<file path="config.mk">
export PLATFORM = sky130hd
export DESIGN_NAME = ov7670_config_ctrl
export DESIGN_NICKNAME = d
export VERILOG_FILES = /design/src/rtl/ov7670_config_ctrl_pkg.sv /design/src/rtl/ov7670_config_ctrl_sccb.sv /design/src/rtl/ov7670_config_ctrl.sv
export SDC_FILE = /design/constraint.sdc
export NUM_CORES = 1
export LEC_CHECK = 0
export BUFFER_PORTS_ARGS = -buffer_cell sky130_fd_sc_hd__buf_2
export CAP_MARGIN = 15
export CORE_AREA = 4 4 109 111
export CTS_CLUSTER_DIAMETER = 80
export DETAILED_ROUTE_END_ITERATION = 6
export DIE_AREA = 0 0 113 115
export PLACE_DENSITY_LB_ADDON = 0.3
export SETUP_SLACK_MARGIN = 0.5
export SLEW_MARGIN = 20
export SYNTH_ARGS = -nofsm -noshare
export SYNTH_HDL_FRONTEND = slang
export SYNTH_HIERARCHICAL = 1
export SYNTH_SLANG_ARGS = --single-unit
</file>
<file path="constraint.sdc">
create_clock -name i_clk -period 4.8 [get_ports i_clk]
set_input_delay 0.72 -clock i_clk [delete_from_list [all_inputs] [get_ports i_clk]]
set_output_delay 0.72 -clock i_clk [all_outputs]
set_load 0.005 [all_outputs]
</file>
<file path="src/rtl/ov7670_config_ctrl_pkg.sv">
// Shared definitions for the OV7670 SCCB configuration controller:
// state encodings and the fixed SCCB words.
package ov7670_config_ctrl_pkg;

    typedef enum logic [3:0] {
        ST_IDLE,
        ST_REWIND,
        ST_ROM_WAIT,
        ST_CHECK,
        ST_WRITE,
        ST_DELAY,
        ST_ADVANCE,
        ST_DONE,
        ST_ERR
    } cfg_state_t;

    typedef enum logic [1:0] {
        SC_IDLE,
        SC_START,
        SC_BITS,
        SC_STOP
    } sccb_state_t;

    localparam logic [7:0]  SCCB_ID    = 8'h42;
    localparam logic [15:0] TERM_WORD  = 16'hFFFF;
    localparam logic [15:0] RESET_WORD = 16'h1280;

endpackage

</file>
<file path="src/rtl/ov7670_config_ctrl_sccb.sv">
// SCCB 3-phase write engine: START, three 9-bit phases MSB first, STOP.
// Each step or bit lasts four quarters of CLK_DIV cycles.
module sccb_write3
    import ov7670_config_ctrl_pkg::*;
#(
    parameter int unsigned CLK_DIV = 60
) (
    input  logic       i_clk,
    input  logic       i_rst,
    input  logic       i_start,
    input  logic [7:0] i_id,
    input  logic [7:0] i_addr,
    input  logic [7:0] i_data,
    output logic       o_sioc,
    output logic       o_siod,
    output logic       o_siod_oe,
    output logic       o_busy,
    output logic       o_done
);

    localparam int unsigned DW = (CLK_DIV > 1) ? $clog2(CLK_DIV) : 1;

    sccb_state_t   state;
    logic [DW-1:0] div_cnt;
    logic [1:0]    quarter;
    logic [3:0]    bit_idx;
    logic [1:0]    phase;
    logic [23:0]   shreg;
    logic          q_end;

    assign q_end = (div_cnt == DW'(CLK_DIV - 1));

    // Bit quarters: 0 low (SIOD held), 1 low (SIOD updated), 2-3 high.
    always_ff @(posedge i_clk or posedge i_rst) begin
        if (i_rst) begin
            state     <= SC_IDLE;
            div_cnt   <= '0;
            quarter   <= '0;
            bit_idx   <= '0;
            phase     <= '0;
            shreg     <= '0;
            o_sioc    <= 1'b1;
            o_siod    <= 1'b1;
            o_siod_oe <= 1'b1;
            o_busy    <= 1'b0;
            o_done    <= 1'b0;
        end else begin
            o_done <= 1'b0;
            if (state == SC_IDLE) begin
                div_cnt <= '0;
                quarter <= '0;
                if (i_start) begin
                    state   <= SC_START;
                    o_busy  <= 1'b1;
                    shreg   <= {i_id, i_addr, i_data};
                    bit_idx <= '0;
                    phase   <= '0;
                end
            end else begin
                div_cnt <= q_end ? '0 : div_cnt + 1'b1;
                if (q_end) begin
                    quarter <= quarter + 2'd1;
                    case (state)
                        SC_START: begin
                            case (quarter)
                                2'd0:    o_siod <= 1'b0;
                                2'd1:    o_sioc <= 1'b0;
                                2'd3:    state  <= SC_BITS;
                                default: ;
                            endcase
                        end
                        SC_BITS: begin
                            case (quarter)
                                2'd0: begin
                                    if (bit_idx == 4'd8) begin
                                        o_siod_oe <= 1'b0;
                                    end else begin
                                        o_siod    <= shreg[23];
                                        o_siod_oe <= 1'b1;
                                    end
                                end
                                2'd1: o_sioc <= 1'b1;
                                2'd3: begin
                                    o_sioc <= 1'b0;
                                    if (bit_idx == 4'd8) begin
                                        bit_idx <= '0;
                                        if (phase == 2'd2) state <= SC_STOP;
                                        else phase <= phase + 2'd1;
                                    end else begin
                                        bit_idx <= bit_idx + 4'd1;
                                        shreg   <= {shreg[22:0], 1'b0};
                                    end
                                end
                                default: ;
                            endcase
                        end
                        SC_STOP: begin
                            case (quarter)
                                2'd0: begin
                                    o_siod    <= 1'b0;
                                    o_siod_oe <= 1'b1;
                                end
                                2'd1: o_sioc <= 1'b1;
                                2'd2: o_siod <= 1'b1;
                                default: begin
                                    state  <= SC_IDLE;
                                    o_busy <= 1'b0;
                                    o_done <= 1'b1;
                                end
                            endcase
                        end
                        default: state <= SC_IDLE;
                    endcase
                end
            end
        end
    end

endmodule

</file>
<file path="src/rtl/ov7670_config_ctrl.sv">
// OV7670 configuration sequencer: walks a registered register table and
// issues one SCCB write per entry, with a long settle after a soft reset.
module ov7670_config_ctrl
    import ov7670_config_ctrl_pkg::*;
#(
    parameter int unsigned CLK_DIV        = 60,
    parameter int unsigned RESET_WAIT_CYC = 240000,
    parameter int unsigned GAP_CYC        = 240,
    parameter int unsigned MAX_REGS       = 255,
    parameter logic [7:0]  DEV_ID         = SCCB_ID
) (
    input  logic        i_clk,
    input  logic        i_rst,
    input  logic        i_start,
    output logic        o_config_start,
    output logic        o_next_reg,
    input  logic [15:0] i_addr_data,
    input  logic        i_config_done,
    output logic        o_sioc,
    output logic        o_siod,
    output logic        o_siod_oe,
    output logic        o_busy,
    output logic        o_done,
    output logic        o_err,
    output logic [7:0]  o_reg_count
);

    cfg_state_t  state;
    logic [1:0]  wait_cnt;
    logic [31:0] dly_cnt;
    logic [31:0] dly_limit;
    logic [15:0] word;
    logic        eng_start;
    logic        eng_busy;
    logic        eng_done;

    always_comb dly_limit = (word == RESET_WORD) ? 32'(RESET_WAIT_CYC) : 32'(GAP_CYC);

    always_ff @(posedge i_clk or posedge i_rst) begin
        if (i_rst) begin
            state          <= ST_IDLE;
            wait_cnt       <= '0;
            dly_cnt        <= '0;
            word           <= '0;
            eng_start      <= 1'b0;
            o_config_start <= 1'b0;
            o_next_reg     <= 1'b0;
            o_busy         <= 1'b0;
            o_done         <= 1'b0;
            o_err          <= 1'b0;
            o_reg_count    <= '0;
        end else begin
            o_config_start <= 1'b0;
            o_next_reg     <= 1'b0;
            eng_start      <= 1'b0;
            case (state)
                ST_IDLE, ST_DONE, ST_ERR: begin
                    if (i_start) begin
                        state          <= ST_REWIND;
                        o_config_start <= 1'b1;
                        o_reg_count    <= '0;
                        o_done         <= 1'b0;
                        o_err          <= 1'b0;
                        o_busy         <= 1'b1;
                    end
                end
                ST_REWIND: begin
                    state    <= ST_ROM_WAIT;
                    wait_cnt <= '0;
                end
                ST_ROM_WAIT: begin
                    if (wait_cnt == 2'd2) state <= ST_CHECK;
                    else wait_cnt <= wait_cnt + 2'd1;
                end
                ST_CHECK: begin
                    if (i_config_done || i_addr_data == TERM_WORD) begin
                        state  <= ST_DONE;
                        o_done <= 1'b1;
                        o_busy <= 1'b0;
                    end else if ({24'd0, o_reg_count} == MAX_REGS) begin
                        state  <= ST_ERR;
                        o_err  <= 1'b1;
                        o_busy <= 1'b0;
                    end else begin
                        word      <= i_addr_data;
                        eng_start <= 1'b1;
                        state     <= ST_WRITE;
                    end
                end
                ST_WRITE: begin
                    if (eng_done && !eng_busy) begin
                        if (o_reg_count != 8'hFF) o_reg_count <= o_reg_count + 8'd1;
                        dly_cnt <= '0;
                        state   <= ST_DELAY;
                    end
                end
                ST_DELAY: begin
                    if (dly_cnt + 32'd1 >= dly_limit) begin
                        state      <= ST_ADVANCE;
                        o_next_reg <= 1'b1;
                    end else begin
                        dly_cnt <= dly_cnt + 32'd1;
                    end
                end
                ST_ADVANCE: begin
                    state    <= ST_ROM_WAIT;
                    wait_cnt <= '0;
                end
                default: state <= ST_IDLE;
            endcase
        end
    end

    // The engine idles with the bus released high, so its outputs drive the pads directly.
    sccb_write3 #(
        .CLK_DIV(CLK_DIV)
    ) u_sccb (
        .i_clk    (i_clk),
        .i_rst    (i_rst),
        .i_start  (eng_start),
        .i_id     (DEV_ID),
        .i_addr   (word[15:8]),
        .i_data   (word[7:0]),
        .o_sioc   (o_sioc),
        .o_siod   (o_siod),
        .o_siod_oe(o_siod_oe),
        .o_busy   (eng_busy),
        .o_done   (eng_done)
    );

endmodule
</file>
==> reports/qor.yml, run 1 <==
status: "complete, no violations"
clockBufferDepth: 2
ant_nets: 0
place_ws_ps: 516.5
synthSimpleGateAreaFrac: 0.1882
swShare: 0.3374
cts_buffers: 17
slew_headroom: 0.2799
intPower_mw: 2.569
viasPerCell: 6.194
ys.flop_type: "dfrtp_1"
drt_iter0_markers: 402
hold_viol: 0
synth_top_family_by_area: "simple AND/OR/NAND/NOR gates"
tns_ps: 0
grt_usage: 0.2356
top_register: "dly_cnt"
pwr-share-comb: 0.305
power_leakage_nw: 3.302
rows: 38
crit_arrival_ps: 4510
largest_register_ffs: 32
cts_tree: "done"
die_h_um: 115
nNetsFinal: 709
synthXorXnorAreaFrac: 0.03272
grt_antenna_before_repair: 0
crit_fanout: 22
p_per_area_mw_per_mm2: 526.9
syn_area_mm2: 0.006424
post_drt_wl_per_cell_um: 17.66
drc: 0
grt-ovfl-total: 0
antenna_cells: 0
finalSetupViolations: 0
worstSetupStartpointType: "register"
core_area_mm2: 0.01079
insertion_delay_ps: 530
grt_pass1_vias: 5095
die_area_mm2: 0.01300
grt_pass1_wl_um: 24580
syn_avg_cell_area_um2: 10.33
syn2layout_area_growth_pct: 14.57
cap_viol_max_count: 0
tightest_slew_ps: 1075
required_ps: 5200
ios: 36
synth_edf_count: 0
cts_sinks: 113
synth_compound_area_frac: 0.1241
layout-drive-gt1-share: 0.2441
synthMuxAreaShare: 0.1235
path_class: "reg2reg"
synth_warnings: 6
synth_seq_cells: 113
hold_path.class: "in2async"
fin_skew_ps: 15.50
grt_max_degree: 46
htreeDepth: 4
clkSlewWorstSetupHoldPaths_ps: 60
end_kind: "register"
pwr-share-seq: 0.366
synth_cell_type_count: 68
yosys.area_share.adder: 0.05064
start_util: 0.5952
rsz0062_at_grt: "no"
fp.dieW_um: 113
wl_um: 14410
post-route-period-util: 0.8564
cts.root.buffer_cell: "clkbuf_8"
synthArstFlopShare: 1.000
slew_violations: 0
mostFrequentLayoutCell: "dfrtp_1"
max_freq_ghz: 0.2433
worst_slack_ps: 689.4
power.switching_mw: 1.308
first_pass_iters: 7
place_congestion: 0.9654
period_minus_slack_ps: 4111
dp_hpwl_um: 9834
ir_drop_mv: 0.4226
top_regs: "dly_cnt x32, u_sccb/shreg x24, word x16"
port_buffers: 35
vias: 5054
layout_common_cells: "dfrtp_1 (110), mux2_2 (65), nand2_1 (37), nor2_1 (37), buf_2 (35)"
power_frac_clock: 0.329
seq_area_frac_synth: 0.4408
netlist_instances: 622
[metrics by stage]
stage	util	cell area (µm²)	cells	hold slack (ps)	total power, mW
after global routing	0.6819	7360	816	419.1	4.121
final	0.6819	7360	816	408.8	3.878
after floorplan	-	6446	628	432.9	2.313
after CTS	0.6776	7313	814	415.9	3.885
after detailed placement	0.6215	6708	782	471.0	2.583
after global placement	0.6215	6708	782	451.0	2.515
[metal layers]
metal | routed length (µm) | share of wire | global-route usage
met4 | 301 | 0.021 | 0.08894
met5 | 0 | 0 | 0
met3 | 693 | 0.048 | 0.05947
met1 | 6125 | 0.43 | 0.3005
met2 | 7289 | 0.51 | 0.3902
[cell families after synthesis]
group           Yosys count
simple gates            218
flops                   113
compound gates          111
mux                      71
buf+inv                  57
fa+ha+maj                26
xor+xnor                 24
other cells               2
[Yosys cell counts (17+ instances only)]
library cell  instances  area (µm²)
a21oi_1              17       85.08
and2_1               18       112.6
clkbuf_1             18       67.56
dfrtp_1             110        2753
ha_1                 26       325.3
inv_1                29       108.9
mux2_2               65       732.0
nand2_1              37       138.9
nand3_1              22       110.1
nand4_1              20       125.1
nor2_1               37       138.9
nor3_1               19       95.09
o21ai_0              29       145.1
[path summary, 6_finish.rpt]
check,start,slack (ps),cells after the start,to
worst max-delay path,dly_cnt[0]$_DFFE_PP0P_,690,14,dly_cnt[0]$_DFFE_PP0P_
worst max register to register,dly_cnt[0]$_DFFE_PP0P_,690,14,dly_cnt[0]$_DFFE_PP0P_
min in group i_clk,i_addr_data[4],440,2,word[4]$_DFFE_PP0P_
worst min register to register,u_sccb/div_cnt[0]$_DFF_PP0_,480,1,u_sccb/div_cnt[0]$_DFF_PP0_
worst min-delay path,i_rst,410,2,u_sccb/div_cnt[0]$_DFF_PP0_
max in group asynchronous,i_rst,3510,3,wait_cnt[0]$_DFFE_PP0P_
[cell type report]
type / instances / area, µm²
clock buffers: 21 / 449.2
clock inverters: 11 / 155.1
fillers: 796 / 3433
inverters: 29 / 108.9
multi-input cells: 458 / 3397
flip-flops and latches: 113 / 2831
well taps: 140 / 175.2
repair buffers: 44 / 242.7
[power by group through the flow]
| stage | sequential, mW | clock, mW | combinational, mW |
|---|---|---|---|
| global route | 1.45 | 1.34 | 1.33 |
| finish | 1.42 | 1.27 | 1.18 |
| CTS | 1.41 | 1.29 | 1.18 |
| global placement | 1.40 | 0 | 1.11 |
| floorplan | 1.33 | 0 | 0.984 |
| detailed placement | 1.42 | 0 | 1.16 |
[timing repair]
item,in CTS,in global routing
hold buffers,0,0
buffers inserted,0,2
setup endpoints to repair,1,29
pin swaps,0,2
gates cloned,0,0
resized for setup,1,6
[worst max-delay path, stage by stage (launching register included)]
cell and delay (ps):
dfrtp_1 440, ha_1 310, nand3_2 220, nor4_4 410, nand3_1 150, xnor2_1 270, ha_1 300, nand4_1 100
nor3_1 60, mux2i_1 250, o31ai_1 160, nor4_4 460, nand3_2 220, a21o_4 360, mux2_2 280
(Power assumes the default switching activity.)
==> inputs of run 2 (changes only) <==
- CORE_AREA: 4 4 109 111 -> 4 4 104 116
- CTS_BUF_LIST: default -> sky130_fd_sc_hd__clkbuf_2
- DIE_AREA: 0 0 113 115 -> 0 0 108 120
==> reports/qor.yml, run 2 (synthesized netlist as in run 1, its figures left out) <==
hold_viol: 0
layout_common_cells: "dfrtp_1 (110), mux2_2 (65), nand2_1 (37), nor2_1 (37), buf_2 (35)"
htreeDepth: 4
fill_cells: 896
cts_buffers: 17
finalSetupViolations: 0
hold_buffers: 0
post_drt_wl_per_cell_um: 16.86
period_minus_slack_ps: 4040
max_freq_ghz: 0.2475
syn2layout_area_growth_pct: 8.668
dp.cells: 787
swShare: 0.3720
grt_pass1_vias: 4943
rsz0062_at_grt: "no"
grt_usage: 0.2296
wl_um: 13830
hold-worst-slack_ps: 179.7
port_buffers: 35
top_regs: "dly_cnt x32, u_sccb/shreg x24, word x16"
slew_headroom: 0.3598
ios: 36
grt_pass1_wl_um: 23810
cts_tree: "done"
die_h_um: 120
power_frac_clock: 0.201
place_congestion: 0.9235
mostFrequentLayoutCell: "dfrtp_1"
insertion_delay_ps: 680
antenna_cells: 0
tns_ps: 0
tightest_slew_ps: 956.1
grt_max_degree: 50
worstSetupStartpointType: "register"
cts.root.buffer_cell: "clkbuf_2"
hold_path.class: "in2async"
status: "complete, no violations"
cap_viol_max_count: 0
pwr-share-comb: 0.362
required_ps: 5400
top_register: "dly_cnt"
rr_startpoint: "dly_cnt[10]$_DFFE_PP0P_"
end_kind: "register"
core_area_mm2: 0.01086
drc: 0
nNetsFinal: 707
slew_violations: 0
p_per_area_mw_per_mm2: 461.9
power.switching_mw: 1.200
fin_skew_ps: 38.19
rows: 40
post-route-period-util: 0.8417
ir_drop_mv: 0.3614
clkSlewWorstSetupHoldPaths_ps: 180
ant_nets: 0
dp_hpwl_um: 9670
critPathLaunch: "dly_cnt[10]$_DFFE_PP0P_"
die_area_mm2: 0.01296
power_mw: 3.225
viasPerCell: 5.990
start_util: 0.5915
seq_area_mm2: 0.002831
crit_fanout: 11
fin_cells: 820
clockBufferDepth: 2
crit_arrival_ps: 4640
grt-ovfl-total: 0
path_class: "reg2reg"
first_pass_iters: 5
fp.dieW_um: 108
layout-drive-gt1-share: 0.2348
vias: 4912
largest_register_ffs: 32
cts_sinks: 113
drt_iter0_markers: 284
power_leakage_nw: 3.157
multi_input_area_mm2: 0.003390
pwr-share-seq: 0.437
intPower_mw: 2.025
grt_antenna_before_repair: 0
[run 2: worst paths after layout]
kind	endpoint	slack (ps)	cells after the start
max	dly_cnt[7]$_DFFE_PP0P_	760	14
min	o_next_reg$_DFF_PP0_	180	2
max reg2reg	dly_cnt[7]$_DFFE_PP0P_	760	14
min reg2reg	u_sccb/div_cnt[0]$_DFF_PP0_	480	1
max in group asynchronous	dly_cnt[7]$_DFFE_PP0P_	3820	3
min in group i_clk	word[11]$_DFFE_PP0P_	270	2
[run 2: layout make-up]
| type | count | area share |
|---|---|---|
| sequential | 113 | 0.4056 |
| inverter | 29 | 0.01577 |
| timing repair buffer | 42 | 0.03262 |
| tap | 147 | 0.02635 |
| multi-input combinational | 458 | 0.4856 |
| clock buffer | 19 | 0.01362 |
| clock inverter | 12 | 0.02043 |
[run 2: timing repair]
action	4_1_cts	5_1_grt
gates resized for setup	0	5
setup buffers	0	2
setup endpoints to repair	0	28
[run 2: metrics by stage]
step | utilization | area, µm² | worst slack, ps
detailed placement | 0.6171 | 6701 | 574.8
finish | 0.6427 | 6980 | 759.8
global route | 0.6427 | 6980 | 518.9
CTS | 0.6389 | 6939 | 553.5
global placement | 0.6171 | 6701 | 740.2
floorplan | - | 6446 | 1356
[run 2: layer usage]
| metal | global-route usage | wire, µm |
|---|---|---|
| met5 | 0 | 0 |
| met4 | 0.08524 | 232 |
| met3 | 0.05379 | 565 |
| met2 | 0.3771 | 7036 |
| met1 | 0.2946 | 5993 |
[run 2: power by group through the flow]
| stage | combinational, mW | sequential, mW | clock (mW) |
|---|---|---|---|
| 3_3_place_gp | 1.12 | 1.40 | 0 |
| 5_1_grt | 1.31 | 1.44 | 0.714 |
| 6_report | 1.17 | 1.41 | 0.648 |
| 4_1_cts | 1.17 | 1.40 | 0.667 |
| 2_1_floorplan | 0.984 | 1.33 | 0 |
| 3_5_place_dp | 1.16 | 1.42 | 0 |
[run 2: critical path: stages (launching register included)]
cell and delay, ps:
dfrtp_1 540, nand4_1 320, or3_4 530, nor2_1 180, xor2_1 90, ha_1 350
nand4_1 130, nor3_1 220, mux2i_1 160, o31ai_2 390, nor4_4 90, buf_4 170
and3_1 320, a311o_1 410, nand3_1 80
==> inputs of run 3 (changes only) <==
- CORE_AREA: 4 4 104 116 -> 4 4 107 119
- DIE_AREA: 0 0 108 120 -> 0 0 111 123
- clock period: 4.8 -> 3.6 ns (I/O delays scaled with it)
==> reports/qor.yml, run 3 (synthesized netlist as in run 1, its figures left out) <==
mostFrequentLayoutCell: "dfrtp_1"
grt_usage: 0.2344
largest_register_ffs: 32
nNetsFinal: 757
r2r_cells: 14
crit_fanout: 14
wl_um: 15330
required_ps: 4140
cp_common_cell: "buf_4"
grt_pass1_vias: 5414
top_regs: "dly_cnt x32, u_sccb/shreg x24, word x16"
power_mw: 4.367
fin_util: 0.6612
rows: 41
cts_tree: "done"
crit_arrival_ps: 3970
insertion_delay_ps: 650
p_per_area_mw_per_mm2: 577.4
die_area_mm2: 0.01365
top_register: "dly_cnt"
hold_path_depth: 2
hold_path.class: "in2reg"
ir_drop_mv: 0.4214
first_pass_iters: 5
vias: 5215
cts_sinks: 113
intPower_mw: 2.670
end_kind: "register"
cap_viol_max_count: 0
start_util: 0.5615
cts_buffers: 17
slowest_stage: "a311oi_2"
viasPerCell: 5.967
ant_nets: 0
layout_common_cells: "dfrtp_1 (107), mux2_2 (65), buf_4 (44)"
power.switching_mw: 1.697
post-route-period-util: 0.9506
rsz0062_at_grt: "yes"
rrSetupSlack_ps: 180
cp.buffers_inverters: 3
power_frac_clock: 0.179
post_drt_wl_per_cell_um: 17.54
syn2layout_area_growth_pct: 17.74
htreeDepth: 4
place_congestion: 0.9146
period_minus_slack_ps: 3422
drc: 0
hold_path.startpoint: "i_addr_data[12]"
cp_top_family: "simple AND/OR/NAND/NOR gates"
ios: 36
grt-ovfl-total: 0
slew_headroom: 0.2525
clockBufferDepth: 2
path_cells: "nand4_4 -> buf_4 -> nor3_4 -> nand4_1 -> xnor2_2 -> ha_1 -> buf_4 -> nand2_1 -> o221ai_1 -> a311oi_2 -> nand3_2 -> a21o_4 -> buf_12 -> and2_1"
worstSetupStartpointType: "register"
die_h_um: 123
layout-drive-gt1-share: 0.3232
status: "complete, no violations"
grt_pass1_wl_um: 25770
tns_ps: 0
finalSetupViolations: 0
clkSlewWorstSetupHoldPaths_ps: 200
pwr-share-seq: 0.428
fin_skew_ps: 42.05
core_area_mm2: 0.01144
path_class: "reg2reg"
rr_endpoint: "dly_cnt[18]$_DFFE_PP0P_"
pwr-share-comb: 0.393
rr_startpoint: "dly_cnt[9]$_DFFE_PP0P_"
max_freq_ghz: 0.2922
hold_viol: 0
slew_violations: 0
drt_iter0_markers: 409
hold_end: "word[12]$_DFFE_PP0P_"
antenna_cells: 0
dp_hpwl_um: 10780
crit_path_max_incr_delay_ps: 520
port_buffers: 35
grt_antenna_before_repair: 0
swShare: 0.3886
fp.dieW_um: 111
cts.root.buffer_cell: "clkbuf_2"
tightest_slew_ps: 1116
grt_max_degree: 46
power_leakage_nw: 3.449
[run 3: changes by cell type in the layout (fill, tap and decap cells not counted), moves of 3 or more]
cell,before,now
nor2_4,0,3
dfrtp_1,110,107
nand2_2,0,3
nor2_1,37,34
buf_4,7,44
clkinvlp_4,1,7
xnor2_2,0,3
nand2_1,37,34
clkinv_1,5,0
inv_6,0,3
buf_6,0,9
dfrtp_2,0,3
xnor2_1,14,11
[run 3: area by class of cell]
| class | instances | area (µm²) |
|---|---|---|
| Fill cell | 883 | 3876 |
| Clock buffer | 17 | 85.08 |
| Timing Repair Buffer | 91 | 656.9 |
| Tap cell | 150 | 187.7 |
| Clock inverter | 15 | 136.4 |
| Sequential cell | 113 | 2835 |
| Inverter | 29 | 108.9 |
| Multi-Input combinational cell | 459 | 3553 |
[run 3: through the flow]
step                hold slack, ps  std cells  worst slack [ps]  area, µm²
floorplan                    432.9        628             301.1       6504
global placement             450.7        821             187.6       6994
detailed placement           458.7        821             61.06       6994
CTS                          72.72        870             294.3       7468
global route                 37.90        874             31.17       7564
finish                       129.4        874             177.9       7564
[run 3: worst register-to-register path, delay by kind of cell (launching register included)]
family	cells	cell delay [ps]
DFF	1	430
adders and majority gates	1	320
and+or+nand+nor	6	990
AOI/OAI and AO/OA	3	980
xor gates and xnor gates	1	170
buffers and inverters	3	480
[run 3: worst max path at each step]
stage	startpoint	endpoint	cells after the start
global placement	dly_cnt[8]$_DFFE_PP0P_	state[1]$_DFFE_PP0P_	14
floorplan	dly_cnt[12]$_DFFE_PP0P_	dly_cnt[1]$_DFFE_PP0P_	15
global route	dly_cnt[1]$_DFFE_PP0P_	dly_cnt[17]$_DFFE_PP0P_	15
detailed placement	dly_cnt[8]$_DFFE_PP0P_	state[1]$_DFFE_PP0P_	14
finish	dly_cnt[9]$_DFFE_PP0P_	dly_cnt[18]$_DFFE_PP0P_	14
CTS	dly_cnt[9]$_DFFE_PP0P_	dly_cnt[16]$_DFFE_PP0P_	15
[run 3: per-layer routing]
metal / global-route usage / vias to the layer above / share of wire
li1: - / 2450 / -
met1: 0.2712 / 2577 / 0.40
met2: 0.4226 / 150 / 0.53
met3: 0.04601 / 38 / 0.041
met4: 0.1085 / 0 / 0.032
met5: 0 / - / 0
[run 3: power groups by stage]
stage	logic [mW]	clock network [mW]	registers [mW]
4_1_cts	1.70	0.811	1.86
2_1_floorplan	1.32	0	1.78
6_report	1.72	0.783	1.87
3_3_place_gp	1.55	0	1.86
3_5_place_dp	1.62	0	1.89
5_1_grt	1.90	0.883	1.92
[run 3: timing repair]
action,CTS,global route
resized for setup,27,10
hold buffers,1,0
hold endpoints to repair,30,0
cloned,1,0
setup buffers,15,4
endpoints found under the setup margin,35,35
pin swaps,17,6
